**config.mk**
```make
export PLATFORM = sky130hd
export DESIGN_NAME = tag_sysid_regs_flat
export DESIGN_NICKNAME = d
export VERILOG_FILES = /design/src/rtl/tag_sysid_pkg.sv /design/src/rtl/tag_sysid_regs_if.sv /design/src/rtl/tag_sysid_rdpipe.sv /design/src/rtl/tag_sysid_regs.sv /design/src/flat_wrapper.sv
export SDC_FILE = /design/constraint.sdc
export NUM_CORES = 1
export LEC_CHECK = 0
export CAP_MARGIN = 20
export CORE_ASPECT_RATIO = 1.25
export CORE_MARGIN = 5
export CORE_UTILIZATION = 32
export CTS_CLUSTER_SIZE = 25
export DETAILED_ROUTE_END_ITERATION = 12
export PLACE_DENSITY = 0.45
export SLEW_MARGIN = 20
export SYNTH_ARGS = -nofsm -noshare
export SYNTH_HDL_FRONTEND = slang
export SYNTH_HIERARCHICAL = 1
export SYNTH_SLANG_ARGS = --single-unit
```
**constraint.sdc**
```tcl
create_clock -name clock -period 3.2 [get_ports clock]
set_input_delay 0.32 -clock clock [delete_from_list [all_inputs] [get_ports clock]]
set_output_delay 0.32 -clock clock [all_outputs]
set_load 0.005 [all_outputs]
```
**src/rtl/tag_sysid_pkg.sv**
```systemverilog
// Shared register map, CONTROL/STATUS bit positions and the address width
// for the system-ID register block, plus a byte-lane merge helper.
package tag_sysid_pkg;

  localparam int ADDR_W = 4;
  typedef logic [ADDR_W-1:0] addr_t;

  localparam addr_t ADDR_ID     = 4'd0;
  localparam addr_t ADDR_TS     = 4'd1;
  localparam addr_t ADDR_UP_LO  = 4'd2;
  localparam addr_t ADDR_UP_HI  = 4'd3;
  localparam addr_t ADDR_CTRL   = 4'd4;
  localparam addr_t ADDR_STAT   = 4'd5;
  localparam addr_t ADDR_SCR0   = 4'd6;

  localparam int CTRL_EN_BIT  = 0;
  localparam int CTRL_CLR_BIT = 1;
  localparam int STAT_OVF_BIT = 0;

  function automatic logic [31:0] merge_bytes(input logic [31:0] old_val,
                                              input logic [31:0] new_val,
                                              input logic [3:0]  be);
    logic [31:0] res;
    res = old_val;
    for (int b = 0; b < 4; b++) begin
      if (be[b]) res[8*b +: 8] = new_val[8*b +: 8];
    end
    return res;
  endfunction

endpackage

```
**src/rtl/tag_sysid_regs_if.sv**
```systemverilog
// Memory-mapped slave bus for the system-ID block: word address, read/write
// strobes with byte lanes, and pipelined readdata/readdatavalid return.
interface tag_sysid_regs_if;
  import tag_sysid_pkg::*;

  addr_t       address;
  logic        read;
  logic        write;
  logic [31:0] writedata;
  logic [3:0]  byteenable;
  logic [31:0] readdata;
  logic        readdatavalid;

  modport master (
    output address, read, write, writedata, byteenable,
    input  readdata, readdatavalid
  );

  modport slave (
    input  address, read, write, writedata, byteenable,
    output readdata, readdatavalid
  );
endinterface

```
**src/rtl/tag_sysid_rdpipe.sv**
```systemverilog
// Read-return delay line: READ_LATENCY register stages, one read per cycle, no stalls.
// Each stage only loads data alongside a valid, so the output holds its last value.
module tag_sysid_rdpipe #(
  parameter int READ_LATENCY = 1,
  parameter int WIDTH        = 32
) (
  input  logic             clock,
  input  logic             reset_n,
  input  logic             in_vld,
  input  logic [WIDTH-1:0] in_dat,
  output logic             out_vld,
  output logic [WIDTH-1:0] out_dat
);

  logic [READ_LATENCY-1:0]            vld_q, vld_d;
  logic [READ_LATENCY-1:0][WIDTH-1:0] dat_q, dat_d;

  always_comb begin
    vld_d    = vld_q;
    dat_d    = dat_q;
    vld_d[0] = in_vld;
    if (in_vld) dat_d[0] = in_dat;
    for (int i = 1; i < READ_LATENCY; i++) begin
      vld_d[i] = vld_q[i-1];
      if (vld_q[i-1]) dat_d[i] = dat_q[i-1];
    end
  end

  // Reset flushes in-flight reads so none return after reset releases.
  always_ff @(posedge clock) begin
    if (!reset_n) begin
      vld_q <= '0;
      dat_q <= '0;
    end else begin
      vld_q <= vld_d;
      dat_q <= dat_d;
    end
  end

  assign out_vld = vld_q[READ_LATENCY-1];
  assign out_dat = dat_q[READ_LATENCY-1];

endmodule

```
**src/rtl/tag_sysid_regs.sv**
```systemverilog
// System ID / build timestamp / 64-bit uptime register block with scratch registers.
// Reads return READ_LATENCY cycles after acceptance, fully pipelined; never stalls.
module tag_sysid_regs
  import tag_sysid_pkg::*;
#(
  parameter logic [31:0] ID_VALUE     = 32'h6070_2C69,
  parameter logic [31:0] TIMESTAMP    = 32'h0,
  parameter int          N_SCRATCH    = 2,
  parameter int          READ_LATENCY = 1
) (
  input logic             clock,
  input logic             reset_n,
  tag_sysid_regs_if.slave bus
);

  logic [63:0]                 cnt_q, cnt_d;
  logic [31:0]                 shadow_q, shadow_d;
  logic                        en_q, en_d;
  logic                        ovf_q, ovf_d;
  logic [N_SCRATCH-1:0][31:0]  scratch_q, scratch_d;

  logic        rd_acc;
  logic        wr_ctrl;
  logic        clr;
  logic        ovf_clr;
  logic        wrap;
  logic [31:0] rd_dat;

  // A write in the same cycle as a read takes priority; the read is dropped.
  assign rd_acc  = bus.read && !bus.write;
  assign wr_ctrl = bus.write && (bus.address == ADDR_CTRL) && bus.byteenable[0];
  assign clr     = wr_ctrl && bus.writedata[CTRL_CLR_BIT];
  assign ovf_clr = bus.write && (bus.address == ADDR_STAT) && bus.byteenable[0]
                   && bus.writedata[STAT_OVF_BIT];
  assign wrap    = en_q && (&cnt_q);

  always_comb begin
    rd_dat = '0;
    case (bus.address)
      ADDR_ID:    rd_dat = ID_VALUE;
      ADDR_TS:    rd_dat = TIMESTAMP;
      ADDR_UP_LO: rd_dat = cnt_q[31:0];
      ADDR_UP_HI: rd_dat = shadow_q;
      ADDR_CTRL:  rd_dat[CTRL_EN_BIT] = en_q;
      ADDR_STAT:  rd_dat[STAT_OVF_BIT] = ovf_q;
      default:    rd_dat = '0;
    endcase
    for (int i = 0; i < N_SCRATCH; i++) begin
      if (bus.address == ADDR_SCR0 + addr_t'(i)) rd_dat = scratch_q[i];
    end
  end

  always_comb begin
    cnt_d     = cnt_q;
    shadow_d  = shadow_q;
    en_d      = en_q;
    ovf_d     = ovf_q;
    scratch_d = scratch_q;

    if (clr)       cnt_d = '0;
    else if (en_q) cnt_d = cnt_q + 64'd1;

    // Clear beats wrap; a wrap beats a coincident software OVF clear.
    if (wrap && !clr) ovf_d = 1'b1;
    else if (ovf_clr) ovf_d = 1'b0;

    if (wr_ctrl) en_d = bus.writedata[CTRL_EN_BIT];

    // Latching HI on the LO read makes a LO-then-HI pair coherent.
    if (rd_acc && (bus.address == ADDR_UP_LO)) shadow_d = cnt_q[63:32];

    for (int i = 0; i < N_SCRATCH; i++) begin
      if (bus.write && (bus.address == ADDR_SCR0 + addr_t'(i)))
        scratch_d[i] = merge_bytes(scratch_q[i], bus.writedata, bus.byteenable);
    end
  end

  always_ff @(posedge clock) begin
    if (!reset_n) begin
      cnt_q     <= '0;
      shadow_q  <= '0;
      en_q      <= 1'b1;
      ovf_q     <= 1'b0;
      scratch_q <= '0;
    end else begin
      cnt_q     <= cnt_d;
      shadow_q  <= shadow_d;
      en_q      <= en_d;
      ovf_q     <= ovf_d;
      scratch_q <= scratch_d;
    end
  end

  tag_sysid_rdpipe #(
    .READ_LATENCY (READ_LATENCY),
    .WIDTH        (32)
  ) u_rdpipe (
    .clock   (clock),
    .reset_n (reset_n),
    .in_vld  (rd_acc),
    .in_dat  (rd_dat),
    .out_vld (bus.readdatavalid),
    .out_dat (bus.readdata)
  );

endmodule

```
**src/flat_wrapper.sv**
```systemverilog
// flat-port wrapper written by rule: the top's interface ports become plain ports
module tag_sysid_regs_flat import tag_sysid_pkg::*;
#(
  parameter logic [31:0] ID_VALUE     = 32'h6070_2C69,
  parameter logic [31:0] TIMESTAMP    = 32'h0,
  parameter int          N_SCRATCH    = 2,
  parameter int          READ_LATENCY = 1
)
  (clock, reset_n, bus_address, bus_read, bus_write, bus_writedata, bus_byteenable, bus_readdata, bus_readdatavalid);
  tag_sysid_regs_if bus_i ();
  input logic clock;
  input logic reset_n;
  input wire logic [$bits(bus_i.address)-1:0] bus_address;
  input wire logic [$bits(bus_i.read)-1:0] bus_read;
  input wire logic [$bits(bus_i.write)-1:0] bus_write;
  input wire logic [$bits(bus_i.writedata)-1:0] bus_writedata;
  input wire logic [$bits(bus_i.byteenable)-1:0] bus_byteenable;
  output wire logic [$bits(bus_i.readdata)-1:0] bus_readdata;
  output wire logic [$bits(bus_i.readdatavalid)-1:0] bus_readdatavalid;
  assign bus_i.address = bus_address;
  assign bus_i.read = bus_read;
  assign bus_i.write = bus_write;
  assign bus_i.writedata = bus_writedata;
  assign bus_i.byteenable = bus_byteenable;
  assign bus_readdata = bus_i.readdata;
  assign bus_readdatavalid = bus_i.readdatavalid;
  tag_sysid_regs #(.ID_VALUE(ID_VALUE), .TIMESTAMP(TIMESTAMP), .N_SCRATCH(N_SCRATCH), .READ_LATENCY(READ_LATENCY)) u_core (.clock(clock), .reset_n(reset_n), .bus(bus_i));
endmodule
```
==> results.ini <==
[outcome]
status = finished clean

[pwr]
comb_power_share_pct = 5.7
clkPwrFrac_pct = 42.3
peakVddDrop_v = 0.000244
seq_power_share_pct = 52.0
p_int_uw = 3580
power.leakage_uw = 0.00336
switching_share_pct = 23.9
power_switching_uw = 1130
powerDensity_mw_per_mm2 = 436

[finish]
final_cell_mix = dfxtp_1 (195), nand2_1 (106), nor2b_1 (94), mux2i_1 (93), clkdlybuf4s50_1 (73)
fin_area_mm2 = 0.0108
final_common_cell = dfxtp_1
layout-drive-gt1-share_pct = 10.1
syn2layout_area_growth_pct = 18.6
nets = 1067

[setup_path]
reg2reg_slack_ps = 630
required_ps = 3570
worst_ep_arrival_time_ps = 2940
startpoint_type = register
critPathKind = reg -> reg
endpoint_kind = register
cp_max_fo = 9
r2r_cells = 5
r2r_end = u_core/cnt_q[38]
crit_chain = nand4_4 > or4_1 > or3_4 > or4_1 > a21oi_1
slowest_stage = or4_1
crit_path_max_incr_delay_ps = 710
reg2reg_from = u_core/cnt_q[5]
crit_top_cell = or4_1

[min_path]
worstHoldPathCells = 5
min_to = u_core/en_q
min_from = bus_address[0]
hold_class = in -> reg

[logic_synthesis]
synthMuxAreaShare_pct = 18.0
yosys.area_share.simple_pct = 24.9
synth_top_family_by_area = simple AND/OR/NAND/NOR gates
syn_nets = 997
synth_xor_area_share_pct = 4.23
ys_types = 40
synthDominantCellAreaShare_pct = 42.9
seq_area_frac_synth_pct = 42.9
synth.avg_cell_area_um2 = 9.56
synth_area_mm2 = 0.00910
netlist_instances = 952
yosys-top-cells-area = dfxtp_1 (43%), mux2i_1 (10%), mux4_2 (7.2%), nor2b_1 (6.5%), nand2_1 (4.4%)
synth_top_area_cell = dfxtp_1
synth_compound_area_share_pct = 6.43
synth_seq_cells = 195
yosys.area_share.adder_pct = 0.137
yosysWarnings = 6

[global_route]
grt_pass1_vias = 7026
grt_pass1_wl_um = 41900
grt_max_degree = 70
grt_antenna_before_repair = 0
track_usage_pct = 17.0
grt-ovfl-total = 0

[die]
die_w_um = 161
die_y_um = 199
row_count = 69
die_area_mm2 = 0.0319
io_pins = 77
coreArea_mm2 = 0.0282
initial_core_util_pct = 32.2

[clocking]
cts.clk_slew.worst_paths_ps = 70
clockRootBuffer = clkbuf_16
numClockSinks = 195
cts_buffers = 17
clock_latency_ps = 440
cts_setup_buffers = 0
cts.path.max_buffers = 2
htree_levels = 4
ctsHoldBuffers = 0
cts_resized = 0
cts_tree = built

[placed_design]
portBuffers = 76
hpwl_um = 19700
place_congestion = 0.808
pre_cts_ws_ps = 668
dpl_cell_area_mm2 = 0.0103

[drt]
wl_per_cell_um = 19.3
drc_errors = 0
top_layer_used = met4
routed_via_density = 5.04
met3WireLength_um = 747
wl_um = 26900
num_vias = 7012
wl_met2_um = 12900
met1_length_um = 12900
drt_iter0_drc = 344
drtPass1Iterations = 5
ant_nets = 0

[sta]
worst_slew_pin_slew_ps = 903
period_share_pct = 80.3
max_freq_ghz = 0.389
fin_ws_ps = 629
rsz0062_at_grt = no
period_needed_ps = 2570
finalSetupViolations = 0
tns_ps = 0
hold_viol = 0
fin_skew_ps = 14.4
drv_slew = 0
slew_headroom_pct = 39.2

[run]
maxCapViolCount = 0

cell type report:
type	count	area, um2
antenna	1	2.50
clock buffer	20	447
clock inverter	11	81.3
fill	2875	17400
inverter	10	37.5
multi-input combinational	691	4890
sequential	195	3900
tap	355	444
timing repair buffer	107	981
worst max-delay path by stage:
stage | cells after the start | startpoint | endpoint | slack, ps
CTS | 5 | u_core/cnt_q[5] | u_core/cnt_q[38] | 650
global route | 5 | u_core/cnt_q[5] | u_core/cnt_q[38] | 480
finish | 5 | u_core/cnt_q[5] | u_core/cnt_q[38] | 630
global placement | 5 | u_core/en_q | u_core/cnt_q[63] | 710
floorplan | 7 | u_core/cnt_q[12] | u_core/cnt_q[63] | 900
detailed placement | 5 | u_core/cnt_q[5] | u_core/cnt_q[38] | 670
kinds of logic (layout without fill, tap and decap cells):
| logic type | count (synthesis) | in the layout |
|---|---|---|
| compound gates | 95 | 95 |
| simple gates | 427 | 427 |
| buf+inv | 66 | 148 |
| fa+ha+maj | 1 | 1 |
| mux | 124 | 124 |
| xor+xnor | 44 | 44 |
| other cells | 0 | 1 |
| flops | 195 | 195 |
flip-flops by register name (all words and copies together) (netlist names):
signal / cells
u_core/u_rdpipe/out_dat: 32
u_core/en_q: 1
u_core/ovf_q: 1
u_core/cnt_q: 64
u_core/scratch_q: 64
u_core/u_rdpipe/out_vld: 1
u_core/shadow_q: 32
metal layers:
metal,vias up,track usage (%)
li1,3479,-
met1,3398,23.4
met2,112,28.0
met3,23,2.86
met4,0,4.39
met5,-,0
worst max-delay path: cells and delay by family, from the launching register on:
| family | cells | cell delay (ps) |
|---|---|---|
| flip-flops | 1 | 470 |
| AO/OA/AOI/OAI | 1 | 150 |
| AND/OR/NAND/NOR | 4 | 1880 |
stage by stage:
stage	cells	hold slack [ps]	utilization (%)	power, uW
4_1_cts	1389	352	38.2	4790
3_5_place_dp	1358	461	36.3	2780
6_report	1390	359	38.2	4710
2_1_floorplan	952	439	-	2660
5_1_grt	1389	365	38.2	4890
3_3_place_gp	1358	456	36.3	2780
synthesized netlist by cell type:
master,instances
o21ai_0,22
buf_12,3
o41ai_1,1
a311oi_1,1
or3_4,1
nand2_1,107
dfxtp_1,195
nor4bb_1,1
a21oi_1,31
and4_1,2
buf_2,2
and3_1,8
and2_1,23
nand4_4,2
mux4_2,29
xor2_1,18
xnor2_1,26
nand4_1,34
mux2i_1,93
or2_2,3
inv_1,10
nand3_1,26
o221a_2,1
a21boi_0,36
buf_6,2
o31ai_1,2
nor2_1,64
ha_1,1
or3_1,20
mux4_1,2
nor3_1,10
or4b_1,1
or4_1,6
or4_4,2
nor4_1,21
a31oi_1,1
buf_1,4
or3_2,1
nor2b_1,95
clkbuf_1,45
power by group through the flow:
stage          Combinational, uW  Clock, uW  Sequential [uW]
2_1_floorplan                155          0             2500
3_3_place_gp                 273          0             2510
3_5_place_dp                 272          0             2510
4_1_cts                      273       2060             2450
5_1_grt                      289       2150             2450
6_report                     267       1990             2450
Note: power is estimated with default switching activity, not from simulation.
